File: config.mk
export PLATFORM = sky130hd
export DESIGN_NAME = counter_seq_ctrl
export DESIGN_NICKNAME = d
export VERILOG_FILES = /design/src/rtl/counter_seq_pkg.sv /design/src/rtl/counter_seq_ctrl_code_predictor.sv /design/src/rtl/counter_seq_ctrl.sv
export SDC_FILE = /design/constraint.sdc
export NUM_CORES = 1
export LEC_CHECK = 0
export BUFFER_PORTS_ARGS = -buffer_cell sky130_fd_sc_hd__buf_2
export CAP_MARGIN = 40
export CORE_AREA = 2 2 39 41
export DETAILED_ROUTE_END_ITERATION = 6
export DIE_AREA = 0 0 41 43
export PLACE_DENSITY = 0.81
export SYNTH_ARGS = -nofsm -noshare
export SYNTH_HDL_FRONTEND = slang
export SYNTH_SLANG_ARGS = --single-unit
File: constraint.sdc
create_clock -name clk -period 1.75 [get_ports clk]
set_clock_uncertainty 0.2 [all_clocks]
set_input_delay 0.2625 -clock clk [delete_from_list [all_inputs] [get_ports clk]]
set_output_delay 0.2625 -clock clk [all_outputs]
set_load 0.02 [all_outputs]
File: src/rtl/counter_seq_pkg.sv
// Shared definitions for the BCD/Gray counter sequencer.
//   state_e       : sequencer FSM states
//   MODE_*        : counter mode encodings driven on ctr_control
//   bin2gray      : binary -> reflected Gray
//   gray2bin      : reflected Gray -> binary
//   terminal_code : last code of a lap for a given mode and width
// Helpers work on 32-bit values; callers zero-extend and truncate to WIDTH.
package counter_seq_pkg;

  typedef enum logic [2:0] {
    IDLE     = 3'd0,
    RUN_BCD  = 3'd1,
    SWITCH   = 3'd2,
    RUN_GRAY = 3'd3,
    DONE     = 3'd4
  } state_e;

  localparam logic MODE_BCD  = 1'b0;
  localparam logic MODE_GRAY = 1'b1;

  function automatic logic [31:0] bin2gray(input logic [31:0] b);
    return b ^ (b >> 1);
  endfunction

  // Binary bit i is the XOR of all Gray bits at or above i.
  function automatic logic [31:0] gray2bin(input logic [31:0] g);
    logic [31:0] b;
    b = g;
    for (int i = 1; i < 32; i++) b = b ^ (g >> i);
    return b;
  endfunction

  function automatic logic [31:0] terminal_code(input logic mode, input int unsigned width);
    logic [31:0] ones;
    ones = (width >= 32) ? '1 : ((32'd1 << width) - 32'd1);
    return (mode == MODE_GRAY) ? bin2gray(ones) : ones;
  endfunction

endpackage

File: src/rtl/counter_seq_ctrl_code_predictor.sv
// Combinational prediction of the counter's next code.
//   mode        : MODE_BCD or MODE_GRAY
//   cur         : currently expected code
//   nxt         : successor of cur in that mode, mod 2^WIDTH
//   is_terminal : cur is the last code of a lap in that mode
module code_predictor
  import counter_seq_pkg::*;
#(
  parameter int WIDTH = 3
) (
  input  logic             mode,
  input  logic [WIDTH-1:0] cur,
  output logic [WIDTH-1:0] nxt,
  output logic             is_terminal
);

  logic [31:0]      cur_ext;
  logic [WIDTH-1:0] bin_inc;

  always_comb begin
    cur_ext = 32'(cur);
    // Wrap in binary before re-encoding so the Gray sequence closes back to 0.
    bin_inc = WIDTH'(gray2bin(cur_ext) + 32'd1);
    if (mode == MODE_GRAY) nxt = WIDTH'(bin2gray(32'(bin_inc)));
    else                   nxt = WIDTH'(cur_ext + 32'd1);
    is_terminal = (cur == WIDTH'(terminal_code(mode, WIDTH)));
  end

endmodule

File: src/rtl/counter_seq_ctrl.sv
// Sequencer for the BCD/Gray counter: resets it, runs LAPS laps in BCD,
// resets it, runs LAPS laps in Gray, checking every code and terminal flag
// against a predicted sequence.
//   clk, reset       : clock, async active-low reset
//   start            : begin a sequence (sampled in IDLE only)
//   busy, done       : sequence in progress / one-cycle completion pulse
//   err              : sticky mismatch, cleared on accepted start
//   lap_cnt          : laps completed in the current mode
//   ctr_control      : counter mode (0 BCD, 1 Gray)
//   ctr_reset        : synchronous active-high reset to the counter
//   ctr_out_flag     : counter terminal flag
//   ctr_counter      : counter value
module counter_seq_ctrl
  import counter_seq_pkg::*;
#(
  parameter int WIDTH = 3,
  parameter int LAPS  = 2
) (
  input  logic                       clk,
  input  logic                       reset,
  input  logic                       start,
  output logic                       busy,
  output logic                       done,
  output logic                       err,
  output logic [$clog2(LAPS+1)-1:0]  lap_cnt,
  output logic                       ctr_control,
  output logic                       ctr_reset,
  input  logic                       ctr_out_flag,
  input  logic [WIDTH-1:0]           ctr_counter
);

  localparam int LCW = $clog2(LAPS + 1);

  state_e           state_q, state_d;
  logic [WIDTH-1:0] exp_q, exp_d;
  logic [LCW-1:0]   lap_cnt_q, lap_cnt_d;
  logic             err_q, err_d;

  logic             pred_mode;
  logic [WIDTH-1:0] pred_nxt;
  logic             pred_term;
  logic             last_lap;
  logic             mismatch;

  assign pred_mode = (state_q == RUN_GRAY) ? MODE_GRAY : MODE_BCD;

  code_predictor #(.WIDTH(WIDTH)) u_pred (
    .mode        (pred_mode),
    .cur         (exp_q),
    .nxt         (pred_nxt),
    .is_terminal (pred_term)
  );

  assign last_lap = (lap_cnt_q == LCW'(LAPS - 1));
  assign mismatch = (ctr_counter != exp_q) || (ctr_out_flag != pred_term);

  always_comb begin
    state_d   = state_q;
    exp_d     = exp_q;
    lap_cnt_d = lap_cnt_q;
    err_d     = err_q;
    case (state_q)
      IDLE: begin
        if (start) begin
          err_d     = 1'b0;
          lap_cnt_d = '0;
          exp_d     = '0;
          state_d   = RUN_BCD;
        end
      end
      RUN_BCD, RUN_GRAY: begin
        if (mismatch) err_d = 1'b1;
        exp_d = pred_nxt;
        // Laps are counted from the prediction so a broken flag cannot stall us.
        if (pred_term) begin
          lap_cnt_d = lap_cnt_q + LCW'(1);
          if (last_lap) state_d = (state_q == RUN_BCD) ? SWITCH : DONE;
        end
      end
      SWITCH: begin
        exp_d     = '0;
        lap_cnt_d = '0;
        state_d   = RUN_GRAY;
      end
      DONE: begin
        exp_d     = '0;
        lap_cnt_d = '0;
        state_d   = IDLE;
      end
      default: state_d = IDLE;
    endcase
  end

  always_ff @(posedge clk or negedge reset) begin
    if (!reset) begin
      state_q   <= IDLE;
      exp_q     <= '0;
      lap_cnt_q <= '0;
      err_q     <= 1'b0;
    end else begin
      state_q   <= state_d;
      exp_q     <= exp_d;
      lap_cnt_q <= lap_cnt_d;
      err_q     <= err_d;
    end
  end

  // Counter control is decoded from state only, keeping ctr_* inputs off the outputs.
  assign busy        = (state_q != IDLE);
  assign done        = (state_q == DONE);
  assign ctr_reset   = (state_q == IDLE) || (state_q == SWITCH) || (state_q == DONE);
  assign ctr_control = (state_q == SWITCH) || (state_q == RUN_GRAY);
  assign lap_cnt     = lap_cnt_q;
  assign err         = err_q;

endmodule

**After elaboration in Yosys (flattened, before gate mapping)**

Index checks and enable logic that the tools add are counted.

- $add $sub $neg: 3
- Equality and inequality tests: 12
- Muxes and demuxes: 16
- Bitwise logic cells: 3
- Reduce and logical (&&, ||, !) cells: 14

Operator list:

| operator | number |
|---|---|
| 3-bit 2-to-1 mux | 6 |
| 3-bit one-hot mux with 3 select lines | 2 |
| 3-bit AND reduction | 3 |
| 2-bit != test, second input constant | 4 |
| 3-bit by 1-bit adder with 3-bit output, second input constant | 2 |
| 3-bit by 2-bit equality test with 1-bit output, second input constant | 2 |
| 2-bit 2-to-1 mux | 3 |
| 2-bit one-hot mux with 3 select lines | 1 |
| 3-bit nonzero test | 2 |
| 3-bit by 2-bit XOR with 3-bit output | 2 |
| 1-bit logical OR | 4 |
| 2-bit OR reduction | 2 |
| 3-bit by 1-bit equality test with 1-bit output, second input constant | 1 |
| 3-bit equality test | 1 |
| 3-bit equality test, second input constant | 1 |
| 3-bit logical NOT | 1 |
| 1-bit 2-to-1 mux | 3 |
| 3-bit != test | 1 |
| 3-bit by 1-bit XOR with 3-bit output | 1 |
| 2-bit by 1-bit adder with 2-bit output, second input constant | 1 |
| 2-bit by 1-bit equality test with 1-bit output, second input constant | 1 |
| 1-bit one-hot mux with 2 select lines | 1 |
| 2-bit AND reduction | 1 |
| 2-bit nonzero test | 1 |
| 1-bit != test | 1 |

- Register bits after elaboration: 9
- Input bits: 7
- Logic and storage cells: 52

**Longest topological paths before layout**

Gate-level depths: netlist of run 1.

- Depth after elaboration: 8
- Mapped depth: 5
- Mapped depth without buffers: 5

**Hierarchy**

From an unflattened synthesis of run 1, not the netlist that was laid out.

- Cells, all modules: 56
- Area total of the unflattened synthesis: 576.8 um^2

Modules (own cells, without submodules):

| module | instances | cells each | area an instance (um^2) | sequential area each (um^2) |
|---|---|---|---|---|
| counter_seq_ctrl | 1 | 43 | 465.4 | 225.2 |
| code_predictor | 1 | 13 | 111.4 | 0.0 |

**Worst setup path after synthesis of run 1**

Ideal clock, no wire load.

- Path type: register to output
- Start: register state_q[1]
- End: output port done
- Data arrival time: 1203 ps
- Required time: 1287 ps
- Setup slack: 84 ps
- Stages on the path, launching flop included: 4
- Path buffers: 2
- Path through: dfrtp_1 > buf_4 > clkbuf_1 > nor3b_1

- Cells in the longest elaborated chain, start to end: 1

RTL lines:

| item | line | RTL |
|---|---|---|
| from (decl) | counter_seq_ctrl.sv:34 | `state_e state_q, state_d;` |
| from (signal assigned) | counter_seq_ctrl.sv:101 | `state_q <= state_d;` |
| 3-bit equality test | counter_seq_ctrl.sv:110 | `assign done = (state_q == DONE);` |
| to (decl) | counter_seq_ctrl.sv:23 | `output logic done,` |

Every way passes these cells.

**Worst setup path after layout of run 1**

- Start: register state_q[1]
- End: output port busy

- Cells in the longest elaborated chain, start to end: 1

RTL lines:

| item | line | RTL |
|---|---|---|
| 3-bit nonzero test | counter_seq_ctrl.sv:109 | `assign busy = (state_q != IDLE);` |
| to (decl) | counter_seq_ctrl.sv:22 | `output logic busy,` |

Every way passes these cells.

==> results of run 1 <==
## per-layer routing
metal / track usage, % / up-vias / wire, microns
li1: - / 290 / -
met1: 20.1 / 261 / 602
met2: 32.8 / 15 / 730
met3: 4.71 / 3 / 54
met4: 8.00 / 0 / 19
met5: 0 / - / 0
## synth_stat cells, types with 2 or more instances
library cell	count	area share (%)
sky130_fd_sc_hd__dfrtp_1	9	36
sky130_fd_sc_hd__nand2_1	8	4.8
sky130_fd_sc_hd__o21ai_0	7	5.7
sky130_fd_sc_hd__a21oi_1	4	3.2
sky130_fd_sc_hd__inv_1	3	1.8
sky130_fd_sc_hd__nor2_1	3	1.8
sky130_fd_sc_hd__nor2b_1	3	3.0
sky130_fd_sc_hd__xnor2_1	3	4.2
sky130_fd_sc_hd__buf_2	2	1.6
sky130_fd_sc_hd__buf_4	2	2.4
sky130_fd_sc_hd__ha_1	2	4.0
sky130_fd_sc_hd__mux2i_1	2	3.2
sky130_fd_sc_hd__nor3_1	2	1.6
sky130_fd_sc_hd__or3_1	2	2.0
## through the flow
stage / worst slack [ns] / hold slack (ns)
after detailed placement: 0.0178 / -0.0711
after floorplan: 0.0844 / -0.233
after CTS: -0.00834 / 0.135
after global placement: 0.102 / -0.0745
final: -0.00792 / 0.135
after global routing: -0.0464 / 0.168
## placed cells by master (no fill, tap or decap), drive strengths merged, types with 2 or more instances in the layout
cell type   n
dfrtp       9
buf        21
a21oi       4
or3         2
nor3b       2
o21ai       7
nand2       8
inv         3
nor2b       3
xnor2       3
ha          2
clkbuf      4
nor2        3
nor3        2
mux2i       2
## worst register-to-register path, delay by kind of cell, from the launching register on
kind,cells,cell delay (ns)
muxes,1,0.32
and+or+nand+nor,2,0.52
DFF,1,0.43
AOI/OAI and AO/OA,1,0.13
## cell type report
class	count	area, sq um
multi-input cells	53	382
clock buffers	4	26.3
fillers	124	572
inverters	3	11.3
repair buffers	22	148
flip-flops and latches	9	225
well taps	16	20.0
## kinds of logic (layout without fill, tap and decap cells)
family	Yosys count	count (layout)	synth area share (%)
mux	3	3	5.05
compound gates	17	17	16.2
xor+xnor	4	4	5.66
fa+ha+maj	2	2	4.04
simple gates	27	27	25.5
buf+inv	9	29	7.27
flops	9	9	36.4
## power by group through the flow
stage | sequential [W] | clock [W] | combinational (W)
after floorplan | 0.000369 | 0 | 0.000627
after global placement | 0.000368 | 0 | 0.000817
after detailed placement | 0.000371 | 0 | 0.000849
after CTS | 0.000370 | 0.000172 | 0.000890
after global routing | 0.000385 | 0.000185 | 0.00105
final | 0.000372 | 0.000169 | 0.000951
## path summary, 6_finish.rpt
check                      depth (start not counted)                    from  slack (ns)                      to
setup / recovery                                   3  state_q[1]$_DFFE_PN0P_      -0.008                    busy
min in group asynchronous                          2                   reset        0.17  lap_cnt[0]$_DFFE_PN0P_
hold / removal                                     3                   start        0.14  state_q[0]$_DFFE_PN0P_
max in group asynchronous                          2                   reset        1.00    exp_q[2]$_DFFE_PN0P_
hold reg to reg                                    1  lap_cnt[0]$_DFFE_PN0P_        0.33  lap_cnt[0]$_DFFE_PN0P_
setup reg to reg                                   4  state_q[2]$_DFFE_PN0P_        0.03         err$_DFFE_PN0P_
## flip-flops by register name, indices dropped and copies added, names as in the netlist
register	flops
err	1
exp_q	3
lap_cnt	2
state_q	3
## repair_timing
| item | 4_1_cts | 5_1_grt |
|---|---|---|
| endpoints found under the hold margin | 9 | 0 |
| hold buffers | 1 | 0 |
| setup buffers | 1 | 0 |
| gates resized for setup | 4 | 6 |
| pin swaps | 0 | 1 |
| setup endpoints to repair | 1 | 5 |
==> qor.csv, run 1 <==
stage;metric;value;unit
worst_hold_path;hold_path_class;input pin to flip-flop;
clocking;clock_latency;0.27;ns
final_layout;nets;101;
setup_path;cpPeakStageDelay;0.43;ns
placement;gp_congestion;0.757;
sta;final-max-slew-violation-count;0;
floorplanning;die_x;41;microns
route;wl_per_cell;13.1;microns
power;power.switching_fraction;43.4;%
power;power.share.clock;11.3;%
placement;count_of_placed_standard_cells_including_taps;101;
power;switching_power;0.000647;W
route;drtPass1Iterations;4;
sta;period_share;100;%
sta;max-slew-margin-rel;81.5;%
floorplanning;start_util;44.8;%
final_layout;post_layout_utilization_of_the_core;58.7;%
final_layout;n_antenna_cell;0;
setup_path;critical_path.endpoint_type;output port;
synthesis;syn-instance-count;71;
clocking;cts_tree;yes;
outcome;run_status;finished, violations left;
route;drc_errors;0;
final_layout;area_of_all_placed_cells_without_fillers;812;sq um
global_route;wire_length_of_the_first_global_routing_pass;2.21;mm
final_layout;synthToLayoutAreaGrowth;31.1;%
synthesis;ys_async_sr_fraction;100;%
floorplanning;die_ar;0.00176;sq mm
global_route;grtUsageTotal;18.9;%
sta;hold_violations;0;
power;internal_power_contribution;0.000845;W
sta;setup_tns;-0.00792;ns
clocking;clockRootBuffer;sky130_fd_sc_hd__clkbuf_4;
clocking;cts.sink_count;9;
synthesis;synth.distinct_cells;33;
placement;dpl_cell_area;723;sq um
power;p_per_area;1840;mW/mm^2
sta;maxClockFrequency;0.569;GHz
setup_path;timing.critical_path.from_type;flip-flop;
route;drt_wl_total;1.41;mm
setup_path;crit_arrival;1.30;ns
setup_path;required;1.29;ns
power;power_frac_comb;63.8;%
synthesis;net_count_of_the_mapped_netlist;80;
final_layout;instances_no_fill;107;
floorplanning;io_pins;14;
final_layout;fraction_of_final_layout_cells_sized_beyond_drive_strength_1;34.1;%
synthesis;syn_area_per_cell;8.72;sq um
outcome;violations;negative setup slack;
synthesis;netlist_area;619;sq um
setup_path;crit_family;flip-flops;
synthesis;synth_seq_cells;9;
synthesis;synth_top_flop_cell;sky130_fd_sc_hd__dfrtp_1;
clocking;cts.htree.levels;1;
route;antenna_left;0;
synthesis;synth.yosys.warnings;0;
floorplanning;die_h;43;microns
power;power_leakage;0.371;nW
sta;worst_slew_pin_slew;0.274;ns
setup_path;critical-path-top-cell-by-count;sky130_fd_sc_hd__buf_6;
floorplanning;area_of_the_placeable_core;0.00138;sq mm
setup_path;cp_cell_sequence;buf_6 -> or3_4 -> buf_6;
power;total_power;0.00149;W
power;power.ir.vdd_worst;807;uV
setup_path;worst-path-buf-inv;2;
synthesis;synth_edf_count;0;
global_route;grt_antenna_before_repair;0;
placement;port_buffers;13;
power;power.share.sequential;25.0;%
setup_path;path_class;flip-flop to output port;
route;routed-via-count;569;
placement;hpwlAfterDp;1.08;mm
synthesis;seq_area_frac_synth;36.4;%
global_route;largest_net_degree_at_the_start_of_global_routing;10;
route;avgViaCountPerCell;5.32;
clocking;numCtsBuffers;3;
sta;finalWorstPathRequiredPeriod;1.76;ns
sta;setup-violations-final;1;
route;dr.first_iter.drc_count;5;
sta;final_critical_path_setup_slack;-0.00792;ns
floorplanning;std_cell_rows;14;
clocking;worst_setup_hold_path_clk_slew;0.06;ns
setup_path;path_max_fanout;4;
clocking;cts_buffer_depth;2;
setup_path;worst_path_max_delay_cell;sky130_fd_sc_hd__dfrtp_1;
global_route;grt_overflow;0;
global_route;vias_in_the_first_global_route;557;
sta;setup_repair_after_global_routing_missed_its_margin;yes;
run;cap_viol_max_count;0;
No activity file was read; power rests on OpenSTA's default activity.
==> run 2: changes to the inputs <==
--- a/config.mk
+++ b/config.mk
@@ -5,6 +5,7 @@
 export SDC_FILE = /design/constraint.sdc
 export NUM_CORES = 1
 export LEC_CHECK = 0
+export ABC_AREA = 1
 export BUFFER_PORTS_ARGS = -buffer_cell sky130_fd_sc_hd__buf_2
 export CAP_MARGIN = 40
 export CORE_AREA = 2 2 39 41
==> run 2 against run 1 <==
- setup slack better by 0.050 ns
- non-clock buffer count down 7
- combinational power shrank 19%
- critical endpoint is now ctr_control
- die area did not move
- sequential share of layout area is 2.3 points higher
- synthesized cell count is 18% higher
- clock power shrank 8%
- critical path depth increased by 1
- maximum frequency grew 3.0%
- the flow now finishes without violations
==> qor.csv, run 2 <==
stage;metric;value;unit;change
outcome;run_status;finished clean;;was finished, violations left
setup_path;cp_cell_sequence;nor2_1 -> inv_1 -> o21ai_1 -> buf_4;;was buf_6 -> or3_4 -> buf_6
power;power.ir.vdd_worst;820;uV;was 807 uV
sta;max-slew-margin-rel;86.0;%;was 81.5%
clocking;clock_latency;0.25;ns;was 0.27 ns
placement;count_of_placed_standard_cells_including_taps;113;;was 101
placement;gp_congestion;0.772;;was 0.757
route;dr.first_iter.drc_count;18;;was 5
clocking;cts_tree;yes;;unchanged
route;antenna_left;0;;unchanged
sta;whs;0.143;ns;was 0.135 ns
setup_path;worst-path-buf-inv;2;;unchanged
worst_hold_path;hold_depth;5;;was 3
synthesis;synth.yosys.warnings;0;;unchanged
floorplanning;io_pins;14;;unchanged
setup_path;crit_family;flip-flops;;unchanged
synthesis;syn_area_per_cell;7.36;sq um;was 8.72 sq um
setup_path;cpPeakStageDelay;0.45;ns;was 0.43 ns
run;cap_viol_max_count;0;;unchanged
final_layout;final_cell_mix;21 x sky130_fd_sc_hd__nand2_1, 12 x sky130_fd_sc_hd__buf_2, 11 x sky130_fd_sc_hd__inv_1;;was 11 x sky130_fd_sc_hd__buf_2, 9 x sky130_fd_sc_hd__dfrtp_1, 8 x sky130_fd_sc_hd__nand2_1, 8 x sky130_fd_sc_hd__buf_4, 7 x sky130_fd_sc_hd__o21ai_0
power;p_per_area;1770;mW/mm^2;was 1840 mW/mm^2
final_layout;synthToLayoutAreaGrowth;21.9;%;was 31.1%
route;avgViaCountPerCell;5.01;;was 5.32
sta;worst_slew_pin_slew;0.208;ns;was 0.274 ns
global_route;grt_antenna_before_repair;0;;unchanged
clocking;cts_buffer_depth;2;;unchanged
synthesis;synth_most_common_cell;sky130_fd_sc_hd__nand2_1;;was sky130_fd_sc_hd__dfrtp_1
floorplanning;start_util;44.7;%;was 44.8%
sta;hold_violations;0;;unchanged
placement;hpwlAfterDp;993;microns;was 1.08 mm
synthesis;ys_async_sr_fraction;100;%;unchanged
synthesis;synth.distinct_cells;19;;was 33
clocking;cts.sink_count;9;;unchanged
route;routed-via-count;596;;was 569
setup_path;worst_path_max_delay_cell;sky130_fd_sc_hd__dfrtp_2;;was sky130_fd_sc_hd__dfrtp_1
route;drc_errors;0;;unchanged
setup_path;crit_arrival;1.24;ns;was 1.30 ns
setup_path;path_class;flip-flop to output port;;unchanged
setup_path;required;1.29;ns;about the same
route;drtPass1Iterations;4;;unchanged
synthesis;synth.top_cell.area_share;36.4;%;about the same
final_layout;nets;113;;was 101
power;total_power;0.00133;W;was 0.00149 W
sta;period_share;97.6;%;was 100%
route;wl_per_cell;10.8;microns;was 13.1 microns
worst_hold_path;worst_hold_startpoint;ctr_out_flag;;was start
sta;setup-violations-final;0;;was 1
synthesis;syn-instance-count;84;;was 71
global_route;grtUsageTotal;17.5;%;was 18.9%
worst_hold_path;hold_path_class;input pin to flip-flop;;unchanged
global_route;wire_length_of_the_first_global_routing_pass;2.15;mm;was 2.21 mm
synthesis;netlist_area;618;sq um;was 619 sq um
synthesis;yosys.area.top_type;sky130_fd_sc_hd__dfrtp_1;;unchanged
final_layout;layout_commonest_cell;sky130_fd_sc_hd__nand2_1;;was sky130_fd_sc_hd__buf_2
global_route;vias_in_the_first_global_route;546;;was 557
clocking;worst_setup_hold_path_clk_slew;0.06;ns;about the same
setup_path;timing.critical_path.from_type;flip-flop;;unchanged
floorplanning;die_ar;0.00176;sq mm;unchanged
floorplanning;area_of_the_placeable_core;0.00138;sq mm;unchanged
floorplanning;die_x;41;microns;unchanged
route;drt_wl_total;1.29;mm;was 1.41 mm
global_route;grt_overflow;0;;unchanged
synthesis;synth_top_cells_by_count;21 x sky130_fd_sc_hd__nand2_1, 11 x sky130_fd_sc_hd__inv_1, 9 x sky130_fd_sc_hd__dfrtp_1, 9 x sky130_fd_sc_hd__nand3_1, 6 x sky130_fd_sc_hd__o21ai_0;;was 9 x sky130_fd_sc_hd__dfrtp_1, 8 x sky130_fd_sc_hd__nand2_1, 7 x sky130_fd_sc_hd__o21ai_0
synthesis;synth_top_flop_cell;sky130_fd_sc_hd__dfrtp_1;;unchanged
floorplanning;die_h;43;microns;unchanged
final_layout;fraction_of_final_layout_cells_sized_beyond_drive_strength_1;30.1;%;was 34.1%
clocking;clockRootBuffer;sky130_fd_sc_hd__clkbuf_4;;unchanged
global_route;largest_net_degree_at_the_start_of_global_routing;10;;unchanged
synthesis;synth_seq_cells;9;;unchanged
synthesis;synth_edf_count;0;;unchanged
sta;finalWorstPathRequiredPeriod;1.71;ns;was 1.76 ns
final_layout;post_layout_utilization_of_the_core;54.4;%;was 58.7%
placement;port_buffers;13;;unchanged
floorplanning;std_cell_rows;14;;unchanged
sta;maxClockFrequency;0.586;GHz;was 0.569 GHz
final_layout;instances_no_fill;119;;was 107
sta;final-max-slew-violation-count;0;;unchanged
final_layout;n_antenna_cell;0;;unchanged
synthesis;net_count_of_the_mapped_netlist;93;;was 80
power;power_leakage;0.404;nW;was 0.371 nW
setup_path;reg2reg_from;state_q[0]$_DFFE_PN0P_;;was state_q[2]$_DFFE_PN0P_
setup_path;setup.worst_path.start;state_q[2]$_DFFE_PN0P_;;was state_q[1]$_DFFE_PN0P_
setup_path;path_max_fanout;4;;unchanged
synthesis;synth.area.top_cells;sky130_fd_sc_hd__dfrtp_1 36%, sky130_fd_sc_hd__nand2_1 13%, sky130_fd_sc_hd__nand3_1 7.3%;;was sky130_fd_sc_hd__dfrtp_1 36%, sky130_fd_sc_hd__o21ai_0 5.7%, sky130_fd_sc_hd__nand2_1 4.8%
setup_path;worst-r2r-cell-count;7;;was 4
clocking;numCtsBuffers;3;;unchanged
synthesis;seq_area_frac_synth;36.4;%;about the same
setup_path;worstSetupPathDepth;4;;was 3
setup_path;critical_path.endpoint_type;output port;;unchanged
clocking;cts.htree.levels;1;;unchanged
[run 2: changes by cell type after synthesis, moves of 4 or more]
cell and delta:
sky130_fd_sc_hd__a21oi_1 -4, sky130_fd_sc_hd__inv_1 +8, sky130_fd_sc_hd__nand2_2 +4, sky130_fd_sc_hd__nand3_1 +9, sky130_fd_sc_hd__nand2_1 +13
[run 2: metal layers]
metal  share of wire (%)  global-route usage (%)
met4                   0                    6.00
met3                 4.2                    3.14
met5                   0                       0
met1                  45                    23.3
met2                  51                    27.5
[run 2: report_power, final]
group / internal (W) / switching, W
logic: 0.000309 / 0.000465
clock network: 0.0000875 / 0.0000673
registers: 0.000294 / 0.000108
[run 2: kinds of logic after synthesis]
kind of cell               count (synthesis)  synth area share, %
adders and majority gates                  2                 4.05
buffers and inverters                     14                 8.50
DFF                                        9                 36.4
AOI/OAI and AO/OA                          9                 7.90
xor gates and xnor gates                   4                 5.67
and+or+nand+nor                           46                 37.4
[run 2: per-stage QoR]
stage	area (sq um)	TNS [ns]	setup WS (ns)
CTS	739	0	0.0406
global placement	703	0	0.303
finish	753	0	0.0426
detailed placement	703	0	0.310
floorplan	618	0	0.202
global route	753	-0.0167	-0.0167
[run 2: worst paths after layout]
kind                       slack (ns)                      to
max in group asynchronous        0.96  state_q[2]$_DFFE_PN0P_
max                              0.04             ctr_control
max reg2reg                      0.21  state_q[1]$_DFFE_PN0P_
min reg2reg                      0.31         err$_DFFE_PN0P_
min                              0.14         err$_DFFE_PN0P_
min in group asynchronous        0.19         err$_DFFE_PN0P_
[run 2: repair_timing]
action / 4_1_cts / 5_1_grt
hold buffers: 1 / 0
buffers inserted: 0 / 1
resized for setup: 0 / 4
setup endpoints to repair: 0 / 1
endpoints found under the hold margin: 9 / 0
[run 2: final cells by class]
cell class	count	area, sq um
clock buffer	4	26.3
fill	135	631
inverter	14	55.1
multi-input combinational	61	340
sequential	9	226
tap	16	20.0
timing repair buffer	15	85.1
[run 2: worst reg2reg max path: cells and delay by family, from the launching register on]
kind,cells,cell delay [ns]
flip-flops,1,0.39
AND/OR/NAND/NOR,4,0.53
buffers and inverters,3,0.32
==> run 3: changes to the inputs <==
--- a/config.mk
+++ b/config.mk
@@ -5,13 +5,14 @@
 export SDC_FILE = /design/constraint.sdc
 export NUM_CORES = 1
 export LEC_CHECK = 0
-export ABC_AREA = 1
 export BUFFER_PORTS_ARGS = -buffer_cell sky130_fd_sc_hd__buf_2
 export CAP_MARGIN = 40
 export CORE_AREA = 2 2 39 41
+export CTS_BUF_LIST = sky130_fd_sc_hd__clkbuf_8
 export DETAILED_ROUTE_END_ITERATION = 6
 export DIE_AREA = 0 0 41 43
 export PLACE_DENSITY = 0.81
 export SYNTH_ARGS = -nofsm -noshare
 export SYNTH_HDL_FRONTEND = slang
 export SYNTH_SLANG_ARGS = --single-unit
+export TNS_END_PERCENT = 1
==> run 3 against run 2 <==
- maximum frequency down 0.60%
- global-route usage grew 2.0 points
- first-iteration DRC count down 78%
- wire length rose by 10%
- sequential power fell by 7.2%
- clock-buffer cell count is 1 lower
- largest cell class unchanged
- highest routed layer is now met4
==> qor.csv, run 3 (synthesized netlist as in run 1, its figures left out) <==
stage;metric;value;unit;change
placement;port_buffers;13;;unchanged
floorplanning;die_x;41;microns;unchanged
setup_path;critical_path.endpoint_type;output port;;unchanged
global_route;wire_length_of_the_first_global_routing_pass;2.28;mm;was 2.15 mm
setup_path;crit_arrival;1.26;ns;was 1.24 ns
setup_path;required;1.29;ns;about the same
final_layout;layout_commonest_cell;sky130_fd_sc_hd__buf_2;;was sky130_fd_sc_hd__nand2_1
clocking;cts_tree;yes;;unchanged
sta;max-slew-margin-rel;81.1;%;was 86.0%
placement;gp_congestion;0.757;;was 0.772
final_layout;final_cell_mix;12 x sky130_fd_sc_hd__buf_2, 9 x sky130_fd_sc_hd__dfrtp_1, 8 x sky130_fd_sc_hd__nand2_1;;was 21 x sky130_fd_sc_hd__nand2_1, 12 x sky130_fd_sc_hd__buf_2, 11 x sky130_fd_sc_hd__inv_1
worst_hold_path;hold_path_class;input pin to flip-flop;;unchanged
final_layout;fillerInstances;124;;was 135
clocking;numCtsBuffers;3;;unchanged
clocking;cts.sink_count;9;;unchanged
clocking;clock_latency;0.23;ns;was 0.25 ns
global_route;vias_in_the_first_global_route;563;;was 546
global_route;grtUsageTotal;19.5;%;was 17.5%
final_layout;post_layout_utilization_of_the_core;59.5;%;was 54.4%
power;power_leakage;0.382;nW;was 0.404 nW
route;drt_wl_total;1.41;mm;was 1.29 mm
sta;finalWorstPathRequiredPeriod;1.72;ns;was 1.71 ns
outcome;run_status;finished clean;;unchanged
sta;maxClockFrequency;0.582;GHz;was 0.586 GHz
placement;hpwlAfterDp;1.08;mm;was 993 microns
sta;hold_violations;0;;unchanged
floorplanning;die_h;43;microns;unchanged
final_layout;synthToLayoutAreaGrowth;32.9;%;was 21.9%
clocking;worst_setup_hold_path_clk_slew;0.05;ns;was 0.06 ns
final_layout;fraction_of_final_layout_cells_sized_beyond_drive_strength_1;33.0;%;was 30.1%
power;total_power;0.00156;W;was 0.00133 W
clocking;cts_buffer_depth;2;;unchanged
sta;period_share;98.2;%;was 97.6%
global_route;grt_overflow;0;;unchanged
floorplanning;std_cell_rows;14;;unchanged
global_route;grt_antenna_before_repair;0;;unchanged
route;dr.first_iter.drc_count;4;;was 18
final_layout;multi_input_area;377;sq um;was 340 sq um
floorplanning;die_ar;0.00176;sq mm;unchanged
sta;worst_slew_pin_slew;0.279;ns;was 0.208 ns
power;p_per_area;1890;mW/mm^2;was 1770 mW/mm^2
sta;setup-violations-final;0;;unchanged
final_layout;n_antenna_cell;0;;unchanged
run;cap_viol_max_count;0;;unchanged
floorplanning;start_util;44.8;%;was 44.7%
sta;final-max-slew-violation-count;0;;unchanged
floorplanning;area_of_the_placeable_core;0.00138;sq mm;unchanged
clocking;cts.htree.levels;1;;unchanged
global_route;met2_usage;33.1;%;was 27.5%
global_route;global_route.peak_usage_layer;met2;;unchanged
global_route;gr-usage-met1;21.7;%;was 23.3%
global_route;grt_use_met3;4.71;%;was 3.14%
final_layout;nets;101;;was 113
route;routed-via-count;573;;was 596
setup_path;path_max_fanout;4;;unchanged
setup_path;path_class;flip-flop to output port;;unchanged
route;antenna_left;0;;unchanged
route;wl_per_cell;13.2;microns;was 10.8 microns
route;drc_errors;0;;unchanged
floorplanning;io_pins;14;;unchanged
clocking;clockRootBuffer;sky130_fd_sc_hd__clkbuf_8;;was sky130_fd_sc_hd__clkbuf_4
sta;whs;0.173;ns;was 0.143 ns
power;power.ir.vdd_worst;879;uV;was 820 uV
global_route;largest_net_degree_at_the_start_of_global_routing;10;;unchanged
route;avgViaCountPerCell;5.36;;was 5.01
final_layout;final-seq-area;225;sq um;was 226 sq um
route;drtPass1Iterations;4;;unchanged
setup_path;timing.critical_path.from_type;flip-flop;;unchanged
[run 3: cell count changes in the layout (fill, tap and decap cells not counted), moves of 4 or more]
cell / before / now
sky130_fd_sc_hd__inv_1: 11 / 4
sky130_fd_sc_hd__a21oi_1: 0 / 4
sky130_fd_sc_hd__nand2_2: 4 / 0
sky130_fd_sc_hd__nand2_1: 21 / 8
sky130_fd_sc_hd__nand3_1: 9 / 0
sky130_fd_sc_hd__buf_4: 2 / 7
[run 3: layout make-up]
type	count	share of cell area (%)
clock buffer	3	5.02
clock inverter	1	0.456
inverter	3	1.37
multi-input combinational	53	45.7
sequential	9	27.4
tap	16	2.43
timing repair buffer	22	17.6
[run 3: power by group]
group	switching (W)	leakage [nW]	internal (W)
registers	0.0000798	0.105	0.000294
clock network	0.0000859	0.0269	0.000153
logic	0.000485	0.250	0.000457
[run 3: metrics by stage]
| stage | std cells | instance area (sq um) | setup slack (ns) | setup TNS [ns] |
|---|---|---|---|---|
| floorplan | 71 | 619 | 0.0844 | 0 |
| global placement | 101 | 723 | 0.102 | 0 |
| detailed placement | 101 | 723 | 0.0178 | 0 |
| CTS | 107 | 792 | 0.00965 | 0 |
| global route | 107 | 823 | -0.0159 | -0.0159 |
| finish | 107 | 823 | 0.0323 | 0 |
[run 3: repair_timing]
item | 4_1_cts | 5_1_grt
hold endpoints to repair | 9 | 0
pin swaps | 0 | 1
hold buffers | 1 | 0
buffers inserted | 1 | 0
endpoints found under the setup margin | 1 | 3
gates resized for setup | 2 | 6
[run 3: worst max-delay path, cell delays in order (launching register included)]
cell and delay (ns):
sky130_fd_sc_hd__dfrtp_1 0.42, sky130_fd_sc_hd__buf_6 0.14, sky130_fd_sc_hd__or3_4 0.33, sky130_fd_sc_hd__buf_6 0.14
[run 3: final timing paths]
path | start | to | slack [ns] | depth (start not counted)
setup / recovery | state_q[1]$_DFFE_PN0P_ | busy | 0.03 | 3
hold / removal | start | state_q[0]$_DFFE_PN0P_ | 0.17 | 3
setup reg to reg | state_q[2]$_DFFE_PN0P_ | err$_DFFE_PN0P_ | 0.04 | 4
hold reg to reg | lap_cnt[0]$_DFFE_PN0P_ | lap_cnt[0]$_DFFE_PN0P_ | 0.31 | 1
max in group asynchronous | reset | exp_q[2]$_DFFE_PN0P_ | 0.95 | 2
min in group asynchronous | reset | lap_cnt[0]$_DFFE_PN0P_ | 0.21 | 2
[run 3: layer usage]
layer	up-vias	wire length, microns
li1	288	-
met1	273	612
met2	10	746
met3	2	47
met4	0	8
met5	-	0
